<file path="src/rtl/sha256_w_sched_seq_if.sv">
// Load/stream bundle for the SHA-256 message-schedule generator.
// The master side is the schedule source; the slave side loads blocks and consumes words.
interface sha256_w_sched_seq_if;
  logic         start;
  logic [511:0] block_in;
  logic         busy;
  logic         w_valid;
  logic         w_ready;
  logic [31:0]  w_out;
  logic [5:0]   w_index;
  logic         done;

  modport master (
    input  start, block_in, w_ready,
    output busy, w_valid, w_out, w_index, done
  );

  modport slave (
    output start, block_in, w_ready,
    input  busy, w_valid, w_out, w_index, done
  );
endinterface

</file>
<file path="src/rtl/sha256_w_sched_seq.sv">
// Sequential SHA-256 message schedule: loads a 512-bit block and streams W[0..NUM_WORDS-1]
// from a 16-word sliding window, one word per valid/ready handshake.
module sha256_w_sched_seq #(
  parameter int NUM_WORDS = 64
) (
  input  logic                  CLK,
  input  logic                  RST,
  sha256_w_sched_seq_if.master  bus
);

  typedef enum logic [1:0] {IDLE, RUN, DONE} state_t;

  localparam logic [5:0] LAST_T = 6'(NUM_WORDS - 1);

  state_t      state;
  logic [31:0] win [16];
  logic [5:0]  t;
  logic        busy_q;
  logic        valid_q;
  logic        done_q;
  logic [31:0] next_word;
  logic        handshake;

  function automatic logic [31:0] sig0(input logic [31:0] x);
    return {x[6:0], x[31:7]} ^ {x[17:0], x[31:18]} ^ {3'b000, x[31:3]};
  endfunction

  function automatic logic [31:0] sig1(input logic [31:0] x);
    return {x[16:0], x[31:17]} ^ {x[18:0], x[31:19]} ^ {10'b0, x[31:10]};
  endfunction

  // win[0] is W[t]; the new tail word is W[t+16] expressed relative to that window
  assign next_word = sig1(win[14]) + win[9] + sig0(win[1]) + win[0];
  assign handshake = valid_q & bus.w_ready;

  always_ff @(posedge CLK) begin
    if (!RST) begin
      state   <= IDLE;
      for (int i = 0; i < 16; i++) win[i] <= '0;
      t       <= '0;
      busy_q  <= 1'b0;
      valid_q <= 1'b0;
      done_q  <= 1'b0;
    end else begin
      case (state)
        IDLE: begin
          if (bus.start) begin
            for (int i = 0; i < 16; i++) win[i] <= bus.block_in[511 - 32*i -: 32];
            t       <= '0;
            state   <= RUN;
            busy_q  <= 1'b1;
            valid_q <= 1'b1;
          end
        end
        RUN: begin
          if (handshake) begin
            for (int i = 0; i < 15; i++) win[i] <= win[i+1];
            win[15] <= next_word;
            // t saturates at the last index so w_index never runs past the block
            if (t == LAST_T) begin
              state   <= DONE;
              valid_q <= 1'b0;
              done_q  <= 1'b1;
            end else begin
              t <= t + 6'd1;
            end
          end
        end
        DONE: begin
          state  <= IDLE;
          busy_q <= 1'b0;
          done_q <= 1'b0;
        end
        default: begin
          state   <= IDLE;
          busy_q  <= 1'b0;
          valid_q <= 1'b0;
          done_q  <= 1'b0;
        end
      endcase
    end
  end

  assign bus.busy    = busy_q;
  assign bus.w_valid = valid_q;
  assign bus.done    = done_q;
  assign bus.w_out   = win[0];
  assign bus.w_index = t;

endmodule

</file>
<file path="src/flat_wrapper.sv">
// flat-port wrapper written by rule: the top's interface ports become plain ports
module sha256_w_sched_seq_flat 
#(
  parameter int NUM_WORDS = 64
)
  (CLK, RST, bus_start, bus_block_in, bus_w_ready, bus_busy, bus_w_valid, bus_w_out, bus_w_index, bus_done);
  sha256_w_sched_seq_if bus_i ();
  input  logic CLK;
  input  logic RST;
  input wire logic [$bits(bus_i.start)-1:0] bus_start;
  input wire logic [$bits(bus_i.block_in)-1:0] bus_block_in;
  input wire logic [$bits(bus_i.w_ready)-1:0] bus_w_ready;
  output wire logic [$bits(bus_i.busy)-1:0] bus_busy;
  output wire logic [$bits(bus_i.w_valid)-1:0] bus_w_valid;
  output wire logic [$bits(bus_i.w_out)-1:0] bus_w_out;
  output wire logic [$bits(bus_i.w_index)-1:0] bus_w_index;
  output wire logic [$bits(bus_i.done)-1:0] bus_done;
  assign bus_i.start = bus_start;
  assign bus_i.block_in = bus_block_in;
  assign bus_i.w_ready = bus_w_ready;
  assign bus_busy = bus_i.busy;
  assign bus_w_valid = bus_i.w_valid;
  assign bus_w_out = bus_i.w_out;
  assign bus_w_index = bus_i.w_index;
  assign bus_done = bus_i.done;
  sha256_w_sched_seq #(.NUM_WORDS(NUM_WORDS)) u_core (.CLK(CLK), .RST(RST), .bus(bus_i));
endmodule
</file>
<file path="config.mk">
export PLATFORM = sky130hd
export DESIGN_NAME = sha256_w_sched_seq_flat
export DESIGN_NICKNAME = d
export VERILOG_FILES = /design/src/rtl/sha256_w_sched_seq_if.sv /design/src/rtl/sha256_w_sched_seq.sv /design/src/flat_wrapper.sv
export SDC_FILE = /design/constraint.sdc
export NUM_CORES = 1
export LEC_CHECK = 0
export CAP_MARGIN = 20
export CORE_UTILIZATION = 25
export DETAILED_ROUTE_END_ITERATION = 12
export PLACE_DENSITY_LB_ADDON = 0.25
export SLEW_MARGIN = 20
export SYNTH_ARGS = -nofsm -noshare
export SYNTH_HDL_FRONTEND = slang
export SYNTH_SLANG_ARGS = --single-unit
</file>
<file path="constraint.sdc">
create_clock -name CLK -period 18.2 [get_ports CLK]
set_clock_uncertainty 0.05 [all_clocks]
set_input_delay 3.64 -clock CLK [delete_from_list [all_inputs] [get_ports CLK]]
set_output_delay 3.64 -clock CLK [all_outputs]
set_load 0.01 [all_outputs]
</file>
== After elaboration in Yosys (flattened, before gate mapping) ==
Memories as Yosys holds them, arrays and structs flattened.
Cells that the tools add are included.
Storage, ports and cells
  register bits after elaboration: 11
  bits in writable memories: 512
  input bits: 516
  output and inout port bits: 41
  logic and storage cells: 121
  memories kept: 1
Cells by class
  add/subtract/negate cells: 4
  equality and inequality tests: 7
  muxes and demuxes: 57
  bitwise operators: 40
  reduce and logical (&&, ||, !) cells: 7
Memory list
  u_core.win: depth 16, width 32, rd ports 16, clocked after Yosys merged registers in 0, wr ports 16, RTL line sha256_w_sched_seq.sv:16  | logic [31:0] win [16];
Operator list (number)
  $mux 32: 32
  $add 32x32->32: 3
  $xor 32x32->32: 2
  $or 1x1->1: 32
  $xor 32x22->32: 1
  $xor 32x29->32: 1
  $mux 6: 3
  $mux 1: 14
  $pmux 6 s2: 1
  $reduce_and 4->1: 2
  $add 6x1->6 const B: 1
  $eq 6x6->1 const B: 1
  $mux 2: 3
  $reduce_and 3->1: 2
  $ne 2x1->1 const B: 2
  $ne 2x2->1 const B: 2
  $pmux 1 s2: 2
  $pmux 2 s2: 1
  $not 1->1: 3
  $pmux 1 s3: 1
  $eq 2x1->1 const B: 1
  $eq 2x2->1 const B: 1
  $logic_not 2->1: 1
  $reduce_and 2->1: 1
  2 further kinds: 2

== Logic depth before layout (Yosys ltp) ==
Gate-level depths: netlist of the first run.
  word-level depth: 6
  gate-level depth with buffers: 16
  depth with buffers taken out: 16

== Worst setup path after synthesis of the first run ==
OpenSTA, ideal clock, no wires.
  kind: input-to-reg
  start: input bus_w_ready
  end: memory u_core.win[0][0], enable pin
  library setup time: 1.976 ns
  arrival time: 8.430 ns
  data required time: 16.174 ns
  slack: 7.744 ns
  cell stages on the path: 5
  path buffers: 1
  cells stage by stage: nand2_1 or2_2 and2_1 clkbuf_1 nand2_1
RTL lines
  from (decl): RTL line flat_wrapper.sv:12  | input wire logic [$bits(bus_i.w_ready)-1:0] bus_w_ready;
  to (decl): RTL line sha256_w_sched_seq.sv:16

==> results.sh, run 1 <==
export IMPL_cts_resized=0
export IMPL_muxShareOfSynthArea_pct=0.143
export IMPL_ioPinCount=557
export IMPL_critPathMostFrequentCell="buf_4"
export IMPL_regToRegEndpoint="u_core.win[1][253]$_DFFE_PP_"
export IMPL_overflow=0
export IMPL_syn_mean_instance_area_um2=10.9
export IMPL_nets=3620
export IMPL_cts_sinks=523
export IMPL_power_frac_seq_pct=36.1
export IMPL_yosys_area_share_adder_pct=5.87
export IMPL_power_density_nw_per_um2=116
export IMPL_power_total_mw=4.29
export IMPL_rows=122
export IMPL_relSlewSlack_pct=29.4
export IMPL_max_freq_mhz=136
export IMPL_core_um2=111000
export IMPL_hold_viol=0
export IMPL_cts_buffers=66
export IMPL_routed_wl_um=117000
export IMPL_dpl_cell_count=4430
export IMPL_cp_arrival_ns=7.57
export IMPL_outcome="finished, final reports clean"
export IMPL_yosys_warnings=0
export IMPL_pre_cts_ws_ns=10.12
export IMPL_routed_via_density=4.63
export IMPL_numPortBuffers=556
export IMPL_cp_start_kind="input port"
export IMPL_grt_pass1_vias=21400
export IMPL_setup_viol=0
export IMPL_cp_slowest_stage_delay_ns=0.84
export IMPL_pwr_share_clk_pct=31.2
export IMPL_ys_types=64
export IMPL_fin_crit_sh_pct=40.5
export IMPL_syn2layout_area_growth_pct=31.9
export IMPL_setup_ws_ns=10.83
export IMPL_postCtsHoldBufs=0
export IMPL_synth_compound_area_share_pct=15.6
export IMPL_rsz0062_at_grt="no"
export IMPL_async_flop_share_pct=0
export IMPL_fin_setup_tns_ns=0
export IMPL_grt_pass1_wl_um=159000
export IMPL_hold_end="u_core.bus.busy$_SDFFE_PN0P_"
export IMPL_drt_pass1_iterations=7
export IMPL_synth_simple_area_share_pct=13.0
export IMPL_antenna_found_initial=23
export IMPL_leakage_nw=13.9
export IMPL_hold_path_depth=2
export IMPL_slew_violations=0
export IMPL_postCtsSetupRepairBufs=0
export IMPL_yosys_area_share_xor_xnor_pct=4.42
export IMPL_clk_pin_slew_ns=0.06
export IMPL_ys_flop_type="edfxtp_1"
export IMPL_root_buffer="clkbuf_16"
export IMPL_die_w_um=336
export IMPL_critPathRequiredTime_ns=18.39
export IMPL_worst_hold_path_type="reg -> reg"
export IMPL_crit_chain="clkdlybuf4s50_1, nand2_1, or2_4, and2_1, nand2_4, buf_4, buf_4"
export IMPL_ir_worst_vdd_mv=0.0580
export IMPL_die_h_um=336
export IMPL_track_usage_pct=20.2
export IMPL_p_sw_share_pct=34.6
export IMPL_wl_per_cell_um=25.7
export IMPL_cts_buffer_depth=3
export IMPL_share_comb_of_total_power_pct=32.8
export IMPL_r2r_start="u_core.win[0][51]$_SDFFCE_PN0P_"
export IMPL_dp_hpwl_um=87500
export IMPL_worstMarginPinSlew_ns=1.06
export IMPL_antenna_left=0
export IMPL_dieArea_um2=113000
export IMPL_synth_top_family_by_area="compound AO/OA/AOI/OAI gates"
export IMPL_yosysSeqAreaShare_pct=55.8
export IMPL_grt_start_max_net_pins=190
export IMPL_start_util_pct=25.2
export IMPL_crit_type="in -> reg"
export IMPL_synth_area_um2=28000
export IMPL_cp_slowest_cell="buf_4"
export IMPL_end_kind="flop"
export IMPL_place_congestion=0.866
export IMPL_reg2reg_depth=16
export IMPL_place_area_um2=34700
export IMPL_clock_latency_ns=0.64
export IMPL_reg2reg_slack_ns=13.34
export IMPL_synth_nets=3181
export IMPL_cts_tree="yes"
export IMPL_first_iter_violations=1872
export IMPL_synth_edff_count=512
export IMPL_vias=21100
export IMPL_drive_gt1_share_pct=4.19
export IMPL_htreeDepth=3
export IMPL_period_needed_ns=7.37
export IMPL_syn_inst=2571
export IMPL_p_int_mw=2.81
export IMPL_path_delay_family="buffers and inverters"
export IMPL_maxCapViolCount=0
export IMPL_design_area_um2=36900
export IMPL_stdcell_count=4560
export IMPL_critPathBufInv=3
export IMPL_min_from="u_core.bus.busy$_SDFFE_PN0P_"
export IMPL_drc=0
export IMPL_path_max_fanout=70
export IMPL_ys_ff_latch=523
export IMPL_power_switching_mw=1.49
synth_stat cells (all sizes together) (14+ instances only):
master  number  area [µm²]
clkbuf     139         523
xor2        21         184
o21ai       37         189
a21boi     165        1240
nand2      491        1840
nor2       148         556
inv        149         559
nor2b      118         738
ha          32         400
buf         65         395
a22o        96         841
a21oi      149         746
a21o        14         105
xnor2      120        1050
a22oi      115         863
and2        14        87.6
nand3       19        95.1
fa          62        1240
edfxtp     512       15400
cells by family after synthesis:
| group | Yosys count |
|---|---|
| compound gates | 621 |
| xor+xnor | 141 |
| fa+ha+maj | 94 |
| buf+inv | 353 |
| flops | 523 |
| mux | 4 |
| simple gates | 835 |
worst max-delay path by stage:
stage	startpoint	to	slack (ns)	cells after the start
5_1_grt	bus_w_ready	u_core.win[1][125]$_DFFE_PP_	10.56	7
3_5_place_dp	bus_w_ready	u_core.win[1][146]$_DFFE_PP_	10.12	7
6_report	bus_w_ready	u_core.win[1][148]$_DFFE_PP_	10.83	7
2_1_floorplan	bus_w_ready	u_core.win[0][0]$_DFFE_PP_	7.74	5
3_3_place_gp	bus_w_ready	u_core.win[1][150]$_DFFE_PP_	10.17	7
4_1_cts	bus_w_ready	u_core.win[1][129]$_DFFE_PP_	10.79	7
registers in the layout (all words and copies together), names as in the netlist:
signal,flops
u_core.win,512
u_core.bus.w_index,6
u_core.state,2
u_core.bus.busy,1
u_core.bus.done,1
u_core.bus.w_valid,1
worst reg2reg max path, stage by stage, from the launching register on:
cell and delay, ns:
edfxtp_1 0.55, xnor2_1 0.21, xnor2_1 0.42, fa_1 0.50
inv_1 0.08, fa_1 0.42, inv_1 0.07, ha_1 0.16
inv_1 0.06, fa_1 0.47, nor2b_1 0.16, o211ai_1 0.15
a21o_1 0.23, o31ai_2 0.34, a31o_2 0.29, a31oi_1 0.11
o311ai_1 0.35
routing by layer:
layer  up-vias  routed length, µm  global-route usage [%]
met5         -                 81                       0
met4        12               3980                    7.40
met3       157               8600                    5.11
met2       782              56200                    33.4
met1     10300              48400                    25.4
li1       9836                  -                       -
layout by cell type, fill, tap and decap left out, types with 14 or more instances in the layout:
master           instances
xnor2_1                120
o21ai_0                 34
fa_1                    62
clkbuf_16               69
nor2_1                 145
inv_1                  149
clkbuf_1                14
nand2_1                488
a21oi_1                149
a22oi_1                115
diode_2                 14
nand3_1                 19
buf_4                   16
clkdlybuf4s50_1        555
a21boi_0               164
nor2b_1                118
edfxtp_1               512
a21o_1                  14
xor2_1                  21
ha_1                    32
a22o_1                  96
final cells by class:
cell class,instances,area (µm²)
multi-input combinational,1695,10900
clock buffer,83,1780
fill,11400,73900
inverter,149,559
sequential,523,15600
tap,1488,1860
antenna,14,35.0
clock inverter,33,352
timing repair buffer,575,5750
power by group through the flow:
stage | Combinational (mW) | Sequential (mW) | Clock (mW)
2_1_floorplan | 0.905 | 1.53 | 0
3_3_place_gp | 1.39 | 1.58 | 0
3_5_place_dp | 1.39 | 1.57 | 0
4_1_cts | 1.40 | 1.55 | 1.37
5_1_grt | 1.55 | 1.56 | 1.41
6_report | 1.41 | 1.55 | 1.34
through the flow:
stage | util, % | hold WS, ns
2_1_floorplan | - | 0.420
3_3_place_gp | 31.3 | 0.416
3_5_place_dp | 31.3 | 0.414
4_1_cts | 33.2 | 0.425
5_1_grt | 33.3 | 0.458
6_report | 33.3 | 0.427
Note: power is estimated with default switching activity, not from simulation.
==> run 2: changes to the inputs <==
==> constraint.sdc (replaced) <==
create_clock -name CLK -period 7.4 [get_ports CLK]
set_clock_uncertainty 0.05 [all_clocks]
set_input_delay 1.48 -clock CLK [delete_from_list [all_inputs] [get_ports CLK]]
set_output_delay 1.48 -clock CLK [all_outputs]
set_load 0.01 [all_outputs]
==> results.sh, run 2 (synthesis results as in run 1) <==
export IMPL_outcome="finished, final reports clean"
export IMPL_core_um2=111000
export IMPL_clk_pin_slew_ns=0.06
export IMPL_dp_hpwl_um=88600
export IMPL_antenna_left=0
export IMPL_reg2reg_depth=15
export IMPL_routed_via_density=4.62
export IMPL_crit_chain="xor2_1, xnor2_1, fa_1, inv_1, ha_1, ha_1, inv_1, fa_1, nor2b_1, o211ai_1, a21o_1, o31ai_2, a31o_2, nand2_1, o311ai_1"
export IMPL_regArea_um2=15600
export IMPL_clock_latency_ns=0.65
export IMPL_dpl_cell_count=4437
export IMPL_start_util_pct=25.2
export IMPL_cts_tree="yes"
export IMPL_critPathRequiredTime_ns=7.72
export IMPL_rows=122
export IMPL_drive_gt1_share_pct=4.46
export IMPL_postCtsHoldBufs=0
export IMPL_hold_viol=0
export IMPL_wl_per_cell_um=25.7
export IMPL_fillers=11300
export IMPL_postCtsSetupRepairBufs=0
export IMPL_overflow=0
export IMPL_cts_buffer_depth=3
export IMPL_place_congestion=0.874
export IMPL_first_iter_violations=1923
export IMPL_relSlewSlack_pct=36.9
export IMPL_drt_pass1_iterations=5
export IMPL_largest_register="u_core.win"
export IMPL_numPortBuffers=556
export IMPL_design_area_um2=37100
export IMPL_setup_viol=0
export IMPL_maxCapViolCount=0
export IMPL_die_w_um=336
export IMPL_die_h_um=336
export IMPL_ir_worst_vdd_mv=0.148
export IMPL_rsz0062_at_grt="no"
export IMPL_end_kind="flop"
export IMPL_drc=0
export IMPL_antenna_found_initial=23
export IMPL_cts_sinks=523
export IMPL_cts_resized=0
export IMPL_pre_cts_ws_ns=2.53
export IMPL_hold_path_depth=2
export IMPL_power_density_nw_per_um2=288
export IMPL_track_usage_pct=20.3
export IMPL_cp_slowest_stage_delay_ns=0.56
export IMPL_dieArea_um2=113000
export IMPL_nets=3630
export IMPL_layout_commonest_cell="clkdlybuf4s50_1"
export IMPL_cp_start_kind="flop"
export IMPL_ioPinCount=557
export IMPL_multi_input_area_um2=11000
export IMPL_htreeDepth=3
export IMPL_grt_start_max_net_pins=192
export IMPL_cts_buffers=69
export IMPL_fin_setup_tns_ns=0
export IMPL_fin_crit_sh_pct=66.3
export IMPL_max_freq_mhz=204
export IMPL_grt_pass1_vias=21300
export IMPL_worst_hold_path_type="reg -> reg"
export IMPL_period_needed_ns=4.90
export IMPL_cp_slowest_cell="fa_1"
export IMPL_leakage_nw=14.0
export IMPL_syn2layout_area_growth_pct=32.6
export IMPL_stdcell_count=4567
export IMPL_grt_pass1_wl_um=161000
export IMPL_power_total_mw=10.7
export IMPL_largest_reg_flops=512
export IMPL_path_max_fanout=5
export IMPL_slew_violations=0
export IMPL_mostFrequentLayoutCells="555 x clkdlybuf4s50_1, 512 x edfxtp_1, 488 x nand2_1"
export IMPL_crit_type="reg -> reg"
export IMPL_place_area_um2=34800
export IMPL_root_buffer="clkbuf_16"
export IMPL_setup_ws_ns=2.50
export IMPL_routed_wl_um=118000
export IMPL_cp_arrival_ns=5.22
export IMPL_vias=21100
export IMPL_worstMarginPinSlew_ns=0.946
run 2: cell count changes in the layout (fill, tap and decap cells not counted), sizes merged:
cell	change
inv	+1
buf	+7
clkbuf	+4
diode	-7
clkinv	+2
run 2: final cells by class:
class                      instances  share of cell area, %
clock inverter                    36                   1.12
clock buffer                      87                   4.90
antenna                            7                 0.0472
tap                             1488                   5.02
timing repair buffer             582                   15.8
sequential                       523                   42.1
multi-input combinational       1695                   29.6
inverter                         149                   1.51
run 2: metrics by stage:
stage	util, %	hold slack [ns]
global placement	31.4	0.404
detailed placement	31.4	0.408
CTS	33.4	0.420
global route	33.4	0.456
floorplan	-	0.420
finish	33.5	0.416
run 2: worst max-delay path, delay by kind of cell (launching register included):
kind,cells,cell delay (ns)
buffers and inverters,2,0.15
AND/OR/NAND/NOR,2,0.24
XOR/XNOR,2,0.64
adder cells (fa/ha/maj),4,1.45
AO/OA/AOI/OAI,5,1.53
flip-flops,1,0.54
run 2: path summary, 6_finish.rpt:
path,start,end,slack (ns)
worst max-delay path,u_core.win[0][50]$_SDFFCE_PN0P_,u_core.win[1][249]$_DFFE_PP_,2.50
worst min-delay path,u_core.bus.busy$_SDFFE_PN0P_,u_core.bus.busy$_SDFFE_PN0P_,0.42
worst max register to register,u_core.win[0][50]$_SDFFCE_PN0P_,u_core.win[1][249]$_DFFE_PP_,2.50
worst min register to register,u_core.bus.busy$_SDFFE_PN0P_,u_core.bus.busy$_SDFFE_PN0P_,0.42
run 2: where the power goes:
group / leakage (nW) / total [mW] / switching [mW] / internal [mW]
combinational: 7.32 / 3.51 / 2.11 / 1.40
sequential: 5.60 / 3.79 / 0.223 / 3.57
clock: 1.08 / 3.37 / 1.37 / 2.00
run 2: per-layer routing:
layer / global-route usage [%] / routed length [µm] / vias to the layer above
met1: 26.2 / 49700 / 10300
li1: - / - / 9888
met5: 0 / 184 / -
met3: 4.05 / 7660 / 156
met4: 6.47 / 3290 / 28
met2: 33.9 / 56700 / 699
==> run 3: changes to the inputs <==
==> constraint.sdc (replaced) <==
create_clock -name CLK -period 4 [get_ports CLK]
set_clock_uncertainty 0.05 [all_clocks]
set_input_delay 0.8 -clock CLK [delete_from_list [all_inputs] [get_ports CLK]]
set_output_delay 0.8 -clock CLK [all_outputs]
set_load 0.01 [all_outputs]
==> results.sh, run 3 (synthesis results as in run 1) <==
export IMPL_power_density_nw_per_um2=572
export IMPL_clk_pin_slew_ns=0.07
export IMPL_max_freq_mhz=243
export IMPL_cp_start_kind="flop"
export IMPL_end_kind="flop"
export IMPL_dr_wl_met3_um=8440
export IMPL_largest_reg_flops=512
export IMPL_grt_pass1_wl_um=169000
export IMPL_numPortBuffers=556
export IMPL_fin_setup_tns_ns=-0.849
export IMPL_fin_crit_sh_pct=103
export IMPL_die_h_um=336
export IMPL_htreeDepth=3
export IMPL_grt_pass1_vias=22700
export IMPL_cts_tree="yes"
export IMPL_slew_violations=0
export IMPL_pre_cts_ws_ns=-0.505
export IMPL_worstMarginPinSlew_ns=1.05
export IMPL_antenna_found_initial=24
export IMPL_drt_pass1_iterations=5
export IMPL_syn2layout_area_growth_pct=43.5
export IMPL_maxCapViolCount=0
export IMPL_mostFrequentLayoutCells="555 x clkdlybuf4s50_1, 512 x edfxtp_1, 486 x nand2_1"
export IMPL_drc=0
export IMPL_routed_wl_um=123000
export IMPL_clock_latency_ns=0.63
export IMPL_routed_via_density=4.57
export IMPL_drive_gt1_share_pct=16.0
export IMPL_largest_register="u_core.win"
export IMPL_track_usage_pct=21.3
export IMPL_multi_input_area_um2=11900
export IMPL_critPathRequiredTime_ns=4.30
export IMPL_core_um2=111000
export IMPL_leakage_nw=15.6
export IMPL_layout_commonest_cell="clkdlybuf4s50_1"
export IMPL_first_iter_violations=1813
export IMPL_vias=22000
export IMPL_stdcell_count=4824
export IMPL_overflow=0
export IMPL_postLayoutCoreUtil_pct=36.2
export IMPL_die_w_um=336
export IMPL_relSlewSlack_pct=29.8
export IMPL_top_layer_used="met5"
export IMPL_fillers=11200
export IMPL_reg2reg_slack_ns=-0.11
export IMPL_path_max_fanout=3
export IMPL_crit_type="reg -> reg"
export IMPL_whs_ns=0.417
export IMPL_wl_met2_um=60400
export IMPL_dp_hpwl_um=94600
export IMPL_ioPinCount=557
export IMPL_setup_viol=15
export IMPL_cts_buffers=67
export IMPL_rows=122
export IMPL_place_congestion=0.889
export IMPL_root_buffer="clkbuf_16"
export IMPL_nets=3894
export IMPL_ir_worst_vdd_mv=0.310
export IMPL_setup_ws_ns=-0.114
export IMPL_wl_per_cell_um=25.5
export IMPL_grt_start_max_net_pins=192
export IMPL_worst_hold_path_type="reg -> reg"
export IMPL_dieArea_um2=113000
export IMPL_outcome="finished with violations"
export IMPL_cts_sinks=523
export IMPL_met1Wirelength_um=50500
export IMPL_cp_arrival_ns=4.42
export IMPL_hold_viol=0
export IMPL_dpl_cell_count=4678
export IMPL_cts_buffer_depth=3
export IMPL_period_needed_ns=4.11
export IMPL_rsz0062_at_grt="yes"
export IMPL_antenna_left=0
export IMPL_violations="negative setup slack"
export IMPL_start_util_pct=25.2
export IMPL_regArea_um2=15600
run 3: final timing paths:
check,startpoint,to,cells past startpoint
hold / removal,u_core.bus.busy$_SDFFE_PN0P_,u_core.bus.busy$_SDFFE_PN0P_,2
hold reg to reg,u_core.bus.busy$_SDFFE_PN0P_,u_core.bus.busy$_SDFFE_PN0P_,2
setup reg to reg,u_core.win[0][40]$_SDFFCE_PN0P_,u_core.win[1][255]$_DFFE_PP_,18
setup / recovery,u_core.win[0][40]$_SDFFCE_PN0P_,u_core.win[1][255]$_DFFE_PP_,18
run 3: timing repair:
item                       4_1_cts  5_1_grt
hold buffers                     0        0
setup buffers                   15       19
pin swaps                       40       38
setup endpoints to repair       26       27
resized for setup              110       82
run 3: critical path, cell delays in order, from the launching register on:
cell	delay, ns
edfxtp_1	0.44
xnor2_2	0.18
xnor2_2	0.27
fa_1	0.47
inv_1	0.08
fa_1	0.40
inv_1	0.07
ha_2	0.18
inv_2	0.04
fa_2	0.35
nor2b_2	0.13
o211ai_1	0.16
buf_4	0.19
a211oi_2	0.17
buf_4	0.15
o21ai_2	0.06
o21ba_2	0.23
xnor2_1	0.15
a21oi_1	0.08
run 3: where the power goes:
part | switching (mW) | total, mW | internal, mW
sequential | 0.345 | 6.94 | 6.60
clock | 2.46 | 5.93 | 3.48
combinational | 5.20 | 10.1 | 4.89
total | 8.00 | 23.0 | 15.0
run 3: metrics by stage:
step           power (mW)  area [µm²]
2_1_floorplan        11.0       28000
3_3_place_gp         15.2       36900
3_5_place_dp         15.2       36900
4_1_cts              22.2       39600
5_1_grt              24.1       40100
6_report             23.0       40100
run 3: final cells by class:
cell class	count	area share [%]
Clock inverter	30	0.714
Inverter	149	1.39
Antenna cell	6	0.0374
Timing Repair Buffer	848	20.3
Clock buffer	85	4.45
Multi-Input combinational cell	1695	29.6
Tap cell	1488	4.64
Sequential cell	523	38.9
run 3: layer usage:
layer / track usage (%) / vias to the layer above
li1: - / 10400
met1: 26.2 / 10800
met2: 36.7 / 690
met3: 5.29 / 167
met4: 6.31 / 28
met5: 0 / -
